$ cat src/rtl/control_multi.sv
// Multi-cycle MIPS control unit: sequences fetch, decode, execute, memory and
// writeback over a shared memory with a ready handshake and sticky error flags.
module control_multi #(
  parameter int unsigned MEM_TIMEOUT = 16
) (
  input  logic       clk,
  input  logic       rst,
  input  logic [5:0] opcode,
  input  logic [5:0] funct,
  input  logic       instr_zero,
  input  logic       mem_ready,
  output logic       PCWrite,
  output logic       PCWriteCond,
  output logic       BrType,
  output logic [1:0] PCSource,
  output logic       IorD,
  output logic       MemRead,
  output logic       MemWrite,
  output logic       IRWrite,
  output logic       ALUSrcA,
  output logic [1:0] ALUSrcB,
  output logic [1:0] ALUOp,
  output logic       Shamt,
  output logic       RegDst,
  output logic       MemtoReg,
  output logic       RegWrite,
  output logic       instr_done,
  output logic       err_illegal,
  output logic       err_timeout,
  output logic [3:0] state
);

  localparam int unsigned CNT_W = $clog2(MEM_TIMEOUT + 1);
  localparam logic [CNT_W-1:0] CNT_LAST = CNT_W'(MEM_TIMEOUT - 1);

  localparam logic [5:0] OP_RTYPE = 6'd0;
  localparam logic [5:0] OP_J     = 6'd2;
  localparam logic [5:0] OP_BEQ   = 6'd4;
  localparam logic [5:0] OP_BGTZ  = 6'd7;
  localparam logic [5:0] OP_ADDIU = 6'd9;
  localparam logic [5:0] OP_LW    = 6'd35;
  localparam logic [5:0] OP_SW    = 6'd43;
  localparam logic [5:0] FN_SLL   = 6'd0;
  localparam logic [5:0] FN_SRL   = 6'd2;

  typedef enum logic [3:0] {
    S_IF    = 4'd0,
    S_ID    = 4'd1,
    S_MADDR = 4'd2,
    S_MRD   = 4'd3,
    S_MWB   = 4'd4,
    S_MWR   = 4'd5,
    S_REX   = 4'd6,
    S_RWB   = 4'd7,
    S_BR    = 4'd8,
    S_JMP   = 4'd9,
    S_IEX   = 4'd10,
    S_IWB   = 4'd11,
    S_HALT  = 4'd12
  } state_e;

  state_e           state_q, state_d;
  logic             run_q;
  logic [CNT_W-1:0] cnt_q, cnt_d;
  logic             err_illegal_q, err_illegal_d;
  logic             err_timeout_q, err_timeout_d;
  logic             mem_wait, timeout_hit, shift_fn;

  logic       pc_write_q, pc_write_d, pc_write_cond_q, pc_write_cond_d;
  logic       br_type_q, br_type_d, iord_q, iord_d;
  logic       mem_read_q, mem_read_d, mem_write_q, mem_write_d;
  logic       alu_src_a_q, alu_src_a_d, shamt_q, shamt_d;
  logic       reg_dst_q, reg_dst_d, mem_to_reg_q, mem_to_reg_d;
  logic       reg_write_q, reg_write_d, done_q, done_d;
  logic [1:0] pc_source_q, pc_source_d, alu_src_b_q, alu_src_b_d, alu_op_q, alu_op_d;
  logic       fetch_c;

  assign mem_wait    = (state_q == S_IF) || (state_q == S_MRD) || (state_q == S_MWR);
  assign timeout_hit = mem_wait && !mem_ready && (cnt_q == CNT_LAST);
  assign shift_fn    = (funct == FN_SLL) || (funct == FN_SRL);

  // Next state, wait counter and sticky error flags.
  always_comb begin
    state_d       = state_q;
    cnt_d         = cnt_q;
    err_illegal_d = err_illegal_q;
    err_timeout_d = err_timeout_q;
    if (!run_q) begin
      state_d = S_IF;
      cnt_d   = '0;
    end else begin
      case (state_q)
        S_IF:    if (mem_ready) state_d = S_ID;
        S_ID: begin
          case (opcode)
            OP_RTYPE:       state_d = instr_zero ? S_IF : S_REX;
            OP_LW, OP_SW:   state_d = S_MADDR;
            OP_BEQ, OP_BGTZ: state_d = S_BR;
            OP_J:           state_d = S_JMP;
            OP_ADDIU:       state_d = S_IEX;
            default: begin
              state_d       = S_HALT;
              err_illegal_d = 1'b1;
            end
          endcase
        end
        S_MADDR: state_d = (opcode == OP_LW) ? S_MRD : S_MWR;
        S_MRD:   if (mem_ready) state_d = S_MWB;
        S_MWR:   if (mem_ready) state_d = S_IF;
        S_REX:   state_d = S_RWB;
        S_IEX:   state_d = S_IWB;
        S_MWB, S_RWB, S_BR, S_JMP, S_IWB: state_d = S_IF;
        S_HALT:  state_d = S_HALT;
        default: state_d = S_HALT;
      endcase
      if (timeout_hit) begin
        state_d       = S_HALT;
        err_timeout_d = 1'b1;
      end
      // Counter restarts on every state change, so entry to a wait state sees 0.
      if (state_d != state_q) cnt_d = '0;
      else if (mem_wait && !mem_ready) cnt_d = cnt_q + CNT_W'(1);
    end
  end

  // Moore outputs decoded from the upcoming state so they register in step.
  always_comb begin
    pc_write_d      = 1'b0;
    pc_write_cond_d = 1'b0;
    br_type_d       = 1'b0;
    pc_source_d     = 2'b00;
    iord_d          = 1'b0;
    mem_read_d      = 1'b0;
    mem_write_d     = 1'b0;
    alu_src_a_d     = 1'b0;
    alu_src_b_d     = 2'b00;
    alu_op_d        = 2'b00;
    shamt_d         = 1'b0;
    reg_dst_d       = 1'b0;
    mem_to_reg_d    = 1'b0;
    reg_write_d     = 1'b0;
    done_d          = 1'b0;
    case (state_d)
      S_IF: begin
        mem_read_d  = 1'b1;
        alu_src_b_d = 2'b01;
      end
      S_ID:    alu_src_b_d = 2'b11;
      S_MADDR, S_IEX: begin
        alu_src_a_d = 1'b1;
        alu_src_b_d = 2'b10;
      end
      S_MRD: begin
        mem_read_d = 1'b1;
        iord_d     = 1'b1;
      end
      S_MWB: begin
        mem_to_reg_d = 1'b1;
        reg_write_d  = 1'b1;
        done_d       = 1'b1;
      end
      S_MWR: begin
        mem_write_d = 1'b1;
        iord_d      = 1'b1;
      end
      S_REX: begin
        alu_op_d    = 2'b10;
        alu_src_a_d = 1'b1;
      end
      S_RWB: begin
        reg_dst_d   = 1'b1;
        reg_write_d = 1'b1;
        done_d      = 1'b1;
      end
      S_BR: begin
        alu_src_a_d     = 1'b1;
        alu_op_d        = 2'b01;
        pc_write_cond_d = 1'b1;
        pc_source_d     = 2'b01;
        br_type_d       = (opcode == OP_BGTZ);
        done_d          = 1'b1;
      end
      S_JMP: begin
        pc_write_d  = 1'b1;
        pc_source_d = 2'b10;
        done_d      = 1'b1;
      end
      S_IWB: begin
        reg_write_d = 1'b1;
        done_d      = 1'b1;
      end
      default: ;
    endcase
    if (((state_d == S_REX) || (state_d == S_RWB)) && shift_fn) begin
      shamt_d     = 1'b1;
      alu_src_b_d = 2'b10;
    end
  end

  always_ff @(posedge clk or negedge rst) begin
    if (!rst) begin
      state_q         <= S_IF;
      run_q           <= 1'b0;
      cnt_q           <= '0;
      err_illegal_q   <= 1'b0;
      err_timeout_q   <= 1'b0;
      pc_write_q      <= 1'b0;
      pc_write_cond_q <= 1'b0;
      br_type_q       <= 1'b0;
      pc_source_q     <= 2'b00;
      iord_q          <= 1'b0;
      mem_read_q      <= 1'b0;
      mem_write_q     <= 1'b0;
      alu_src_a_q     <= 1'b0;
      alu_src_b_q     <= 2'b00;
      alu_op_q        <= 2'b00;
      shamt_q         <= 1'b0;
      reg_dst_q       <= 1'b0;
      mem_to_reg_q    <= 1'b0;
      reg_write_q     <= 1'b0;
      done_q          <= 1'b0;
    end else begin
      state_q         <= state_d;
      run_q           <= 1'b1;
      cnt_q           <= cnt_d;
      err_illegal_q   <= err_illegal_d;
      err_timeout_q   <= err_timeout_d;
      pc_write_q      <= pc_write_d;
      pc_write_cond_q <= pc_write_cond_d;
      br_type_q       <= br_type_d;
      pc_source_q     <= pc_source_d;
      iord_q          <= iord_d;
      mem_read_q      <= mem_read_d;
      mem_write_q     <= mem_write_d;
      alu_src_a_q     <= alu_src_a_d;
      alu_src_b_q     <= alu_src_b_d;
      alu_op_q        <= alu_op_d;
      shamt_q         <= shamt_d;
      reg_dst_q       <= reg_dst_d;
      mem_to_reg_q    <= mem_to_reg_d;
      reg_write_q     <= reg_write_d;
      done_q          <= done_d;
    end
  end

  // Handshake-gated strobes: fetch commit and store/NOP completion.
  assign fetch_c     = run_q && (state_q == S_IF);
  assign IRWrite     = fetch_c && mem_ready;
  assign PCWrite     = pc_write_q || (fetch_c && mem_ready);
  assign instr_done  = done_q || ((state_q == S_MWR) && mem_ready)
                     || ((state_q == S_ID) && (opcode == OP_RTYPE) && instr_zero);

  assign PCWriteCond = pc_write_cond_q;
  assign BrType      = br_type_q;
  assign PCSource    = pc_source_q;
  assign IorD        = iord_q;
  assign MemRead     = mem_read_q;
  assign MemWrite    = mem_write_q;
  assign ALUSrcA     = alu_src_a_q;
  assign ALUSrcB     = alu_src_b_q;
  assign ALUOp       = alu_op_q;
  assign Shamt       = shamt_q;
  assign RegDst      = reg_dst_q;
  assign MemtoReg    = mem_to_reg_q;
  assign RegWrite    = reg_write_q;
  assign err_illegal = err_illegal_q;
  assign err_timeout = err_timeout_q;
  assign state       = 4'(state_q);

endmodule

$ cat config.mk
export PLATFORM = sky130hd
export DESIGN_NAME = control_multi
export DESIGN_NICKNAME = d
export VERILOG_FILES = /design/src/rtl/control_multi.sv
export SDC_FILE = /design/constraint.sdc
export NUM_CORES = 1
export LEC_CHECK = 0
export CORE_UTILIZATION = 50
export CTS_BUF_LIST = sky130_fd_sc_hd__clkbuf_8
export CTS_CLUSTER_SIZE = 28
export DETAILED_ROUTE_END_ITERATION = 6
export GPL_TIMING_DRIVEN = 0
export PLACE_DENSITY = 0.8
export SYNTH_ARGS = -nofsm -noshare
export SYNTH_HDL_FRONTEND = slang
export SYNTH_SLANG_ARGS = --single-unit
export TNS_END_PERCENT = 100
$ cat constraint.sdc
create_clock -name clk -period 4.2 [get_ports clk]
set_input_delay 0.63 -clock clk [delete_from_list [all_inputs] [get_ports clk]]
set_output_delay 0.63 -clock clk [all_outputs]
set_load 0.01 [all_outputs]
==> impl_metrics.tcl, run 1 <==
set metrics [dict create \
    coreArea_um2 3153 \
    fin_crit_ns 4.002 \
    ys_seq_area_frac 0.4073 \
    syn_to_final_growth_pct 29.38 \
    gp_congestion 0.8926 \
    gr-usage-all-layers 0.2461 \
    placed_area_um2 2146 \
    setup_violations 0 \
    p_int_mw 0.4554 \
    ff2ff_setup_slack_ns 1.42 \
    grt_overflow 0 \
    cts_buffers 3 \
    crit_path_cell_trace "clkdlybuf4s50_1 -> buf_2 -> nand2b_1 -> o41ai_4 -> nor2_1 -> or4_4 -> buf_6 -> nand2b_4 -> o21bai_1 -> clkdlybuf4s50_1" \
    hold_class "in2async" \
    insertion_delay_ns 0.27 \
    sw_frac_of_total 0.2934 \
    ir_worst_vdd_v 0.0002480 \
    die_h_um 60.66 \
    place_ws_ns 0.07597 \
    root_buffer "clkbuf_8" \
    power.switching_mw 0.1891 \
    syn_avg_cell_area_um2 9.401 \
    fin_area_um2 2226 \
    diodes 0 \
    critPathMaxStageDelay_ns 0.55 \
    grt_max_degree 29 \
    start_util 0.5456 \
    crit_path_start_kind "input port" \
    p_leak_nw 0.9716 \
    die_w_um 60.66 \
    crit_top_cell "clkdlybuf4s50_1" \
    tns_ns 0 \
    port_buffers 37 \
    synth-seq-cells 28 \
    synth_nets 201 \
    clk_path_buf_depth 2 \
    dp_hpwl_um 3067 \
    path_class "in2out" \
    slowest_stage "clkdlybuf4s50_1" \
    htreeDepth 1 \
    outcome "finished clean" \
    worst_pin_slew_ns 0.6582 \
    num_vias 1606 \
    cp.arrival_ns 3.37 \
    synth_warnings 0 \
    critPathMaxFanout 10 \
    drc_errors 0 \
    pwr-share-comb 0.293 \
    finalCritPeriodShare 0.9529 \
    rr_endpoint "ALUSrcB[1]" \
    clock_skew_ns 0.003343 \
    slew_viol_final 0 \
    synth_cells 183 \
    drt-total-wl_um 4188 \
    layout-drive-gt1-share 0.1111 \
    grt_pass1_wl_um 6768 \
    relSlewSlack 0.5588 \
    r2r_cells 9 \
    nets 244 \
    antenna_found_initial 0 \
    powerDensity_nw_per_um2 289.6 \
    clock-sinks 28 \
    fmax_mhz 249.9 \
    ant_nets 0 \
    yosysUniqueCellTypes 61 \
    critical_path.endpoint_type "output pin" \
    ios 41 \
    drtIter0Drc 121 \
    placementRows 20 \
    rsz0062_at_grt "false" \
    hold_violations 0 \
    p_seq_frac 0.455 \
    viasPerCell 5.970 \
    worstPathRequired_ns 3.57 \
    grt_pass1_vias 1561 \
    path_clk_slew_ns 0.09 \
    wl_per_cell_um 15.57 \
    r2r_start "cnt_q[0]" \
    ys.flop_type "dfrtp_1" \
    max_cap_violations 0 \
    synthArstFlopShare 1.000 \
    setup_slack_ns 0.1977 \
    synth_edf_count 0 \
    syn-cell-area_um2 1720 \
    dr.pass1.iters 4 \
    power_frac_clock 0.253 \
    die_area_um2 3680 \
    cts_tree "built" \
]
Yosys cell counts, types with 2 or more instances:
library cell / instances / area, um^2
dfrtp_1: 28 / 700.7
nor2_1: 25 / 93.84
nand2_1: 8 / 30.03
a21oi_1: 7 / 35.03
inv_1: 6 / 22.52
o21ai_0: 6 / 30.03
clkbuf_1: 5 / 18.77
nand2b_1: 5 / 31.28
nand3_1: 5 / 25.02
and2_1: 4 / 25.02
buf_2: 4 / 20.02
nand4_1: 4 / 25.02
nor3_1: 4 / 20.02
o211a_1: 4 / 40.04
xnor2_1: 4 / 35.03
a211oi_1: 3 / 22.52
a31o_2: 3 / 26.28
buf_4: 2 / 15.01
ha_1: 2 / 25.02
mux2i_1: 2 / 20.02
nor2b_1: 2 / 12.51
nor3b_1: 2 / 15.01
nor4_1: 2 / 12.51
nor4_2: 2 / 25.02
o211ai_1: 2 / 15.01
o21a_1: 2 / 15.01
o21ai_1: 2 / 10.01
o21bai_1: 2 / 15.01
or4_1: 2 / 15.01
or4b_1: 2 / 20.02
xor2_1: 2 / 17.52
worst max-delay path by stage:
stage / endpoint / slack, ns / depth (start not counted) / from
floorplan: PCWrite / 1.23 / 8 / opcode[2]
global placement: PCWrite / 0.12 / 10 / opcode[1]
detailed placement: PCWrite / 0.08 / 10 / opcode[1]
CTS: PCWrite / 0.06 / 10 / opcode[1]
global route: PCWrite / 0.08 / 10 / opcode[2]
finish: PCWrite / 0.20 / 10 / opcode[2]
through the flow:
stage | power [mW] | cells | hold slack (ns) | util
finish | 0.6445 | 269 | 0.3631 | 0.7060
global route | 0.6744 | 269 | 0.4156 | 0.7060
CTS | 0.6435 | 268 | 0.4916 | 0.6980
detailed placement | 0.4802 | 264 | 0.4657 | 0.6806
global placement | 0.4738 | 264 | 0.4561 | 0.6806
floorplan | 0.4060 | 183 | 0.3344 | -
layout make-up:
| type | count | area, um^2 |
|---|---|---|
| fillers | 249 | 927.1 |
| flip-flops and latches | 28 | 700.7 |
| repair buffers | 38 | 375.4 |
| inverters | 6 | 22.52 |
| well taps | 44 | 55.05 |
| plain buffers | 12 | 65.06 |
| clock buffers | 4 | 55.05 |
| multi-input cells | 137 | 952.2 |
metal layers:
layer	up-vias	GRT usage	part of all wire
met5	-	0	0
met2	72	0.4239	0.49
met3	10	0.04478	0.054
met4	0	0.1039	0.018
li1	755	-	-
met1	769	0.3034	0.43
flip-flops by register name, indices dropped and copies added (netlist names):
signal,flops
cnt_q,5
state,4
ALUOp,2
ALUSrcB,2
ALUSrcA,1
BrType,1
IorD,1
MemRead,1
MemWrite,1
MemtoReg,1
PCSource,1
RegDst,1
RegWrite,1
Shamt,1
done_q,1
err_illegal,1
err_timeout,1
pc_write_q,1
run_q,1
worst max-delay path: cells and delay by family:
family | cells | cell delay (ns)
compound gates | 2 | 0.44
buf+inv | 4 | 1.30
simple gates | 4 | 1.00
power by group through the flow:
stage                     sequential (mW)  clock (mW)  combinational, mW
final                               0.293       0.163              0.189
after global routing                0.295       0.175              0.205
after CTS                           0.293       0.167              0.183
after detailed placement            0.299           0              0.182
after global placement              0.298           0              0.176
after floorplan                     0.302           0              0.104
cell usage in the layout, fill, tap and decap left out, types with 5 or more instances in the layout:
cell type,instances
clkdlybuf4s50_1,35
dfrtp_1,28
nor2_1,25
nand2_1,8
a21oi_1,7
inv_1,6
o21ai_0,6
clkbuf_1,5
buf_2,5
nand2b_1,5
nand3_1,5
cell families (layout without fill, tap and decap cells):
group | after synthesis | in the layout | share of synthesized area
simple gates | 79 | 79 | 0.2684
compound gates | 47 | 47 | 0.2146
flops | 28 | 28 | 0.4073
buf+inv | 18 | 60 | 0.05091
xor+xnor | 6 | 6 | 0.03055
fa+ha+maj | 2 | 2 | 0.01454
mux | 2 | 2 | 0.01164
other cells | 1 | 1 | 0.002180
what timing repair did:
item | 4_1_cts | 5_1_grt
buffers inserted | 0 | 1
setup endpoints to repair | 0 | 2
endpoints found under the hold margin | 0 | 0
resized for setup | 0 | 3
hold buffers | 0 | 0
Note: power is estimated with default switching activity, not from simulation.
==> inputs of run 2 (changes only) <==
--- a/config.mk
+++ b/config.mk
@@ -5,6 +5,7 @@
 export SDC_FILE = /design/constraint.sdc
 export NUM_CORES = 1
 export LEC_CHECK = 0
+export ABC_CLOCK_PERIOD_IN_PS = 4200
 export CORE_UTILIZATION = 50
 export CTS_BUF_LIST = sky130_fd_sc_hd__clkbuf_8
 export CTS_CLUSTER_SIZE = 28
==> results of run 2 <==
The final DEF is identical to that of run 1; final timing and power are the same.
==> inputs of run 3 (changes only) <==
--- a/config.mk
+++ b/config.mk
@@ -10,6 +10,7 @@
 export CTS_BUF_LIST = sky130_fd_sc_hd__clkbuf_8
 export CTS_CLUSTER_SIZE = 28
 export DETAILED_ROUTE_END_ITERATION = 6
+export GPL_ROUTABILITY_DRIVEN = 0
 export GPL_TIMING_DRIVEN = 0
 export PLACE_DENSITY = 0.8
 export SYNTH_ARGS = -nofsm -noshare
==> run 3 against run 2 <==
Clock power about the same. Count of clock-buffer cells in the layout stayed put. Non-clock buffer count shrank 1. Largest power group unchanged. Design area fell by 0.84%. Worst hold slack worse by 0.0024 ns. Register-to-register slack better by 0.02 ns. Highest routed layer unchanged. Cell count is 0.37% lower. First-iteration DRC count up 11%. Setup slack got worse by 0.058 ns. Clock skew fell by 0.0010 ns. Total power shrank 0.28%. Sequential share of layout area up 0.27 points.
==> impl_metrics.tcl, run 3 (same netlist as run 1, synthesis figures left out) <==
set metrics [dict create \
    cts_resized 0 \
    drc_errors 0 \
    die_h_um 60.66 \
    critPathMaxFanout 10 \
    wl_per_cell_um 15.96 \
    critical_path.endpoint_type "output pin" \
    drtIter0Drc 134 \
    port_buffers 37 \
    diodes 0 \
    drt-total-wl_um 4278 \
    relSlewSlack 0.5741 \
    worstPathRequired_ns 3.57 \
    ant_nets 0 \
    clk_path_buf_depth 2 \
    dr.pass1.iters 4 \
    clock_skew_ns 0.002326 \
    rsz0062_at_grt "false" \
    rr_endpoint "ALUSrcB[1]" \
    cts_tree "built" \
    pwr-share-comb 0.288 \
    cp.arrival_ns 3.43 \
    root_buffer "clkbuf_8" \
    layout_common_cells "clkdlybuf4s50_1 (36), dfrtp_1 (28), nor2_1 (25)" \
    p_seq_frac 0.456 \
    fin_hold_ws_ns 0.3606 \
    viasPerCell 5.955 \
    finalCritPeriodShare 0.9668 \
    ios 41 \
    coreArea_um2 3153 \
    r2r_start "cnt_q[0]" \
    num_vias 1596 \
    path_clk_slew_ns 0.09 \
    grt_max_degree 29 \
    layout-drive-gt1-share 0.1071 \
    grt_pass1_vias 1528 \
    syn_to_final_growth_pct 28.29 \
    layout_commonest_cell "clkdlybuf4s50_1" \
    power.switching_mw 0.1889 \
    largest-register "cnt_q" \
    ir_worst_vdd_v 0.0002251 \
    hold_violations 0 \
    powerDensity_nw_per_um2 291.2 \
    ff2ff_setup_slack_ns 1.44 \
    crit_path_start_kind "input port" \
    die_area_um2 3680 \
    path_class "in2out" \
    slew_viol_final 0 \
    setup_violations 0 \
    grt_overflow 0 \
    r2r_cells 9 \
    tns_ns 0 \
    cts_buffers 3 \
    hold_class "in2async" \
    sw_frac_of_total 0.2939 \
    nets 243 \
    grt_pass1_wl_um 6810 \
    placementRows 20 \
    power_frac_clock 0.256 \
    fill_cells 252 \
    max_cap_violations 0 \
    die_w_um 60.66 \
    outcome "finished clean" \
    hold_buffers 0 \
    p_leak_nw 0.9557 \
    gr-usage-all-layers 0.2541 \
    p_int_mw 0.4538 \
    p_total_mw 0.6428 \
    worst_pin_slew_ns 0.6354 \
    insertion_delay_ns 0.27 \
    dp_hpwl_um 3262 \
    antenna_found_initial 0 \
    fin_crit_ns 4.061 \
    cts_setup_buffers 0 \
    fmax_mhz 246.3 \
    start_util 0.5456 \
    clock-sinks 28 \
    htreeDepth 1 \
    largest_register_ffs 5 \
]
## run 3: cell types whose count changed in the layout (fill, tap and decap cells not counted)
cell | before | now
clkdlybuf4s50_1 | 35 | 36
buf_4 | 3 | 2
nor4_4 | 1 | 0
dlymetal6s2s_1 | 1 | 0
nor4_2 | 1 | 2
## run 3: final cells by class
type                            count  area [um^2]  area share
Buffer                             12        65.06     0.02948
Clock buffer                        4        55.05     0.02494
Inverter                            6        22.52     0.01020
Multi-Input combinational cell    137        943.4      0.4274
Sequential cell                    28        700.7      0.3175
Tap cell                           44        55.05     0.02494
Timing Repair Buffer               37        365.4      0.1655
## run 3: per-layer routing
metal | wire, um | share of wire | global-route usage | up-vias
met5 | 0 | 0 | 0 | -
met4 | 87 | 0.020 | 0.1039 | 0
met3 | 233 | 0.054 | 0.03625 | 10
met2 | 2160 | 0.50 | 0.4364 | 66
met1 | 1796 | 0.42 | 0.3220 | 763
li1 | - | - | - | 757
## run 3: critical path: stages
cell and delay [ns]:
clkdlybuf4s50_1 0.41, buf_2 0.18, nand2b_1 0.21, o41ai_4 0.38, nor2_1 0.07, or4_4 0.54
buf_6 0.16, nand2b_4 0.16, o21bai_1 0.13, clkdlybuf4s50_1 0.55
## run 3: power by group through the flow
stage	clock network, mW	logic (mW)	registers, mW
2_1_floorplan	0	0.104	0.302
3_3_place_gp	0	0.176	0.298
3_5_place_dp	0	0.183	0.299
4_1_cts	0.167	0.184	0.293
5_1_grt	0.177	0.203	0.294
6_report	0.164	0.185	0.293
## run 3: through the flow
stage / util / setup slack, ns / instance area (um^2) / std cells
2_1_floorplan: - / 1.232 / 1720 / 183
4_1_cts: 0.6980 / 0.09322 / 2201 / 268
5_1_grt: 0.7000 / 0.001916 / 2207 / 268
3_5_place_dp: 0.6806 / 0.1160 / 2146 / 264
3_3_place_gp: 0.6806 / 0.1192 / 2146 / 264
6_report: 0.7000 / 0.1393 / 2207 / 268
## run 3: worst max-delay path by stage
stage	cells after the start	endpoint	startpoint	slack (ns)
5_1_grt	10	PCWrite	opcode[2]	0.002
4_1_cts	10	PCWrite	opcode[1]	0.09
3_5_place_dp	10	PCWrite	opcode[1]	0.12
2_1_floorplan	8	PCWrite	opcode[2]	1.23
6_report	10	PCWrite	opcode[2]	0.14
3_3_place_gp	10	PCWrite	opcode[1]	0.12
==> variant 1 (flow settings as in run 1) <==
The parameter `MEM_TIMEOUT` goes from 16 to 32.
--- a/src/rtl/control_multi.sv
+++ b/src/rtl/control_multi.sv
@@ -1,7 +1,7 @@
 // Multi-cycle MIPS control unit: sequences fetch, decode, execute, memory and
 // writeback over a shared memory with a ready handshake and sticky error flags.
 module control_multi #(
-  parameter int unsigned MEM_TIMEOUT = 16
+  parameter int unsigned MEM_TIMEOUT = 32
 ) (
   input  logic       clk,
   input  logic       rst,
Check against the original RTL: same outputs for any inputs over 10 cycles, from zero or initial values and one cycle with rst low; that may be too few to reach the edited logic, so the function may still have changed.
==> variant 1 against run 1 <==
  * Critical path depth is 2 lower
  * Cell area fell by 0.28%
  * Worst setup slack better by 0.19 ns
  * Sequential cell count is 1 higher
  * Largest cell class unchanged
  * Wire length is 5.2% lower
  * Via count fell by 6.8%
  * Area after synthesis is 2.3% lower
  * Total power increased by 18%
  * Register-to-register slack gained 0.07 ns
==> variant 1: results (changes against run 1) <==
metric	value	unit	change
Final GP Congestion	0.872		-2.3%
Synth Area in Adders	0.744	%	-0.71 points
vias in the first global route	1380		-12%
routed length on met1	1800	um	-0.66%
Commonest cells post-synth	dfrtp_1, nor2_1, nand2_1, nand3_1		
crit-path max cell delay	0.60	ns	+0.05 ns
wire length on met3	178	um	-22%
met2 Use GR	41.4	%	-0.96 points
TritonCTS buffer count	5		+2
Critical Path Slowest Stage Cell	or4b_4		
Worst-path clk slew	0.06	ns	-0.03 ns
Seq pwr share	39.7	%	-5.8 points
top post-synthesis cells by area	dfrtp_1, nor2_1, nand3_1		
crit path DAT	3.18	ns	-0.19 ns
maximum capacitance violations	0		unchanged
status	finished, final reports clean		
VDD IR max	0.000268	V	+8.1%
HPWL after detailed placement	2870	um	-6.3%
initial drt markers	104		-14%
Skew-Pair Late Insertion Delay	0.28	ns	
syn nets	194		-3.5%
Setup Crit Path Kind	reg -> out		
Clock Skews	0.00609	ns	+0.00275 ns
First-pass DRT Iterations	4		unchanged
GRT Total Usage	25.0	%	+0.43 points
htree depth	2		+1
Post-Route WL	3970	um	-5.2%
Leak Pwr	0.000989	uW	+1.7%
met3 GRT Util	4.76	%	+0.28 points
crit-path leading delay family	simple AND/OR/NAND/NOR gates		
placed inst area	2100	um2	-2.3%
Seq/Total Area, Yosys	43.2	%	+2.4 points
Compound-Gate Fraction of Synth Area	14.9	%	-6.6 points
largest net degree at the start of global routing	30		+3.4%
metal2 WL	1920	um	-7.4%
R2R cell count	7		-2
Port Buffers	36		-2.7%
multiplexer area fraction after synthesis	0.595	%	-0.57 points
layout cells sized above 1	13.6	%	+2.5 points
total vias in the final route	1497		-6.8%
Comb power	165	uW	-13%
Min-Delay Path Class	in -> async		
met1 usage	33.0	%	+2.7 points
Slew headroom	56.0	%	+0.13 points
Switch Pwr	198	uW	+4.9%
Largest register FFs	6		+1
Post-Synth XOR/XNOR Area	4.69	%	+1.6 points
## variant 1: changes by cell type in the layout (fill, tap and decap cells not counted), sizes merged, moves of 4 or more
cell and change:
and3 +5, nand3 +5, and2 -4, nor2 -4
## variant 1: final timing paths
path / start / to / slack, ns
setup / recovery: state[2]$_DFF_PN0_ / PCWrite / 0.39
hold / removal: rst / cnt_q[4]$_DFFE_PN0P_ / 0.37
setup reg to reg: state[2]$_DFF_PN0_ / done_q$_DFF_PN0_ / 1.49
hold reg to reg: err_timeout$_DFFE_PN0P_ / err_timeout$_DFFE_PN0P_ / 0.49
max in group asynchronous: rst / PCSource[1]$_DFF_PN0_ / 3.43
min in group clk: err_timeout$_DFFE_PN0P_ / err_timeout$_DFFE_PN0P_ / 0.49
## variant 1: cells by family (layout without fill, tap and decap cells)
group	Yosys count	in the layout
and+or+nand+nor	85	85
AOI/OAI and AO/OA	32	32
DFF	29	29
buffers and inverters	19	63
xor gates and xnor gates	9	9
adders and majority gates	1	1
other	1	1
muxes	1	1
## variant 1: area by class of cell
| type | instances | area [um2] |
|---|---|---|
| flip-flops and latches | 29 | 726 |
| well taps | 44 | 55.1 |
| clock buffers | 6 | 82.6 |
| inverters | 8 | 30.0 |
| plain buffers | 11 | 61.3 |
| repair buffers | 36 | 360 |
| multi-input cells | 129 | 871 |
| fillers | 260 | 908 |
| clock inverters | 2 | 33.8 |
## variant 1: through the flow
step / hold slack [ns] / setup WS, ns / instances / total power (uW)
floorplan: 0.334 / 1.13 / 177 / 400
global placement: 0.470 / 0.100 / 257 / 464
detailed placement: 0.461 / 0.0592 / 257 / 468
CTS: 0.487 / 0.0515 / 265 / 758
global route: 0.427 / 0.263 / 265 / 789
finish: 0.367 / 0.389 / 265 / 758
==> variant 2 (config.mk and constraints of run 1) <==
Made on the original files. Put one more register stage on the output `err_timeout`, with the module's reset. The value now appears one clock later. The other outputs are not delayed to match.
--- a/src/rtl/control_multi.sv
+++ b/src/rtl/control_multi.sv
@@ -264,7 +264,13 @@
   assign MemtoReg    = mem_to_reg_q;
   assign RegWrite    = reg_write_q;
   assign err_illegal = err_illegal_q;
-  assign err_timeout = err_timeout_q;
+  always_ff @(posedge clk or negedge rst) begin
+    if (!rst) begin
+      err_timeout <= '0;
+    end else begin
+      err_timeout <= err_timeout_q;
+    end
+  end
   assign state       = 4'(state_q);
 
 endmodule
Check against the original RTL: same outputs for any inputs over 10 cycles, from zero or initial values and one cycle with rst low; that may be too few to reach the edited logic, so the function may still have changed.
==> variant 2 against run 1 <==
  * Total power increased by 31%
  * Area after synthesis increased by 11%
  * Sequential cell count increased by 1
  * Wire length grew 18%
  * Die area grew 10%
  * Sequential power is 3% higher
  * Cell area rose by 11%
  * Worst setup slack better by 0.096 ns
  * Largest cell class unchanged
  * Largest power group is now clock
  * Highest routed layer unchanged
==> variant 2: results (changes against run 1) <==
metric	value	unit	change
status	finished, final reports clean		
Worst-path clk slew	0.06	ns	-0.03 ns
Net count, final	263		+7.8%
Seq/Total Area, Yosys	38.1	%	-2.6 points
initial drt markers	71		-41%
crit path DAT	3.28	ns	-0.09 ns
antenna violations before repair	0		unchanged
Synth Area in Adders	1.31	%	-0.14 points
top_reg_cell synth	dfrtp_1		
WL/cell	16.7	um	+7.6%
Avg Vias per Cell	5.93		-0.76%
top post-synthesis cells by area	dfrtp_1, nor3_1, nor2_1		
Commonest cells post-synth	dfrtp_1, nor2_1, nand2_1		
GRT Total Usage	26.8	%	+2.2 points
first-pass GRT wire length	8190	um	+21%
syn nets	220		+9.5%
worst reg2reg endpoint	ALUSrcA$_DFF_PN0_		
YS warnings	0		unchanged
crit-path max cell delay	0.55	ns	about the same
Compound-Gate Fraction of Synth Area	21.4	%	-0.035 points
Post-Synth XOR/XNOR Area	2.76	%	-0.30 points
Skew-Pair Late Insertion Delay	0.29	ns	+0.02 ns
Cell variety after synth	70		+15%
switching share of power	27.3	%	-2.0 points
Fill cells	297		+19%
largest net degree at the start of global routing	30		+3.4%
HPWL after detailed placement	3540	um	+15%
vias in the first global route	1714		+9.8%
layout cells sized above 1	17.9	%	+6.8 points
ant diodes	0		unchanged
Min-Delay Path Class	in -> async		
multiplexer area fraction after synthesis	1.12	%	-0.047 points
Port Buffers	36		-2.7%
Final GP Congestion	0.890		-0.32%
worst-margin pin slew	0.736	ns	+0.0779 ns
worst reg-to-reg setup slack	1.58	ns	+0.16 ns
VDD IR max	0.000304	V	+23%
Place WS	0.247	ns	+0.171 ns
htree depth	2		+1
worst r2r src	cnt_q[0]$_DFFE_PN0P_		
Longest Clk Path Bufs	2		unchanged
Final Critical Period	3.91	ns	-0.0959 ns
Leak Pwr	0.00104	uW	+6.8%
TritonCTS buffer count	5		+2
CP Max Fanout	6		-4
post-CTS setup repair buffer count	0		unchanged
placed inst area	2320	um2	+8.3%
Clock Skews	0.00639	ns	+0.00304 ns
## variant 2: cells by family after synthesis
family                   count (synthesis)
flip-flops                              29
multiplexers                             2
other                                    1
AO/OA/AOI/OAI                           48
XOR/XNOR                                 6
adder cells (fa/ha/maj)                  2
buffers and inverters                   25
AND/OR/NAND/NOR                         89
## variant 2: cell type report
class,instances,area [um2],area share [%]
multi-input cells,148,1070,43.5
flip-flops and latches,29,726,29.4
repair buffers,36,355,14.4
inverters,8,30.0,1.21
clock inverters,3,65.1,2.63
clock buffers,5,68.8,2.78
well taps,48,60.1,2.43
plain buffers,17,92.6,3.74
## variant 2: worst max path at each step
stage                                    start      end
after CTS                 cnt_q[0]$_DFFE_PN0P_  PCWrite
after global placement               opcode[2]  PCWrite
after detailed placement             opcode[1]  PCWrite
after floorplan           cnt_q[0]$_DFFE_PN0P_  PCWrite
final                     cnt_q[0]$_DFFE_PN0P_  PCWrite
after global routing      cnt_q[0]$_DFFE_PN0P_  PCWrite
## variant 2: critical path: cells and delay by family, from the launching register on
| kind | cells | cell delay (ns) |
|---|---|---|
| compound gates | 1 | 0.27 |
| fa+ha+maj | 2 | 0.43 |
| flops | 1 | 0.41 |
| simple gates | 6 | 1.31 |
| buf+inv | 1 | 0.55 |
## variant 2: layer usage
metal  track usage, %  wire, um
met2             43.4      2480
met5                0         0
met3             8.15       255
met1             33.6      2110
met4             9.66        70
## variant 2: timing repair
action / 4_1_cts / 5_1_grt
hold buffers: 0 / 0
resized for setup: 1 / 4
pin swaps: 0 / 0
setup endpoints to repair: 1 / 2
endpoints found under the hold margin: 0 / 0
## variant 2: metrics by stage
step	cells	hold WS (ns)	util [%]
floorplan	202	0.334	-
global placement	286	0.364	63.5
detailed placement	286	0.377	63.5
CTS	294	0.391	67.2
global route	294	0.400	67.5
finish	294	0.360	67.5
## variant 2: power by group through the flow
stage	Sequential [uW]	Clock (uW)	Combinational, uW
2_1_floorplan	311	0	114
3_3_place_gp	306	0	193
3_5_place_dp	307	0	196
4_1_cts	302	351	197
5_1_grt	303	364	218
6_report	301	345	199
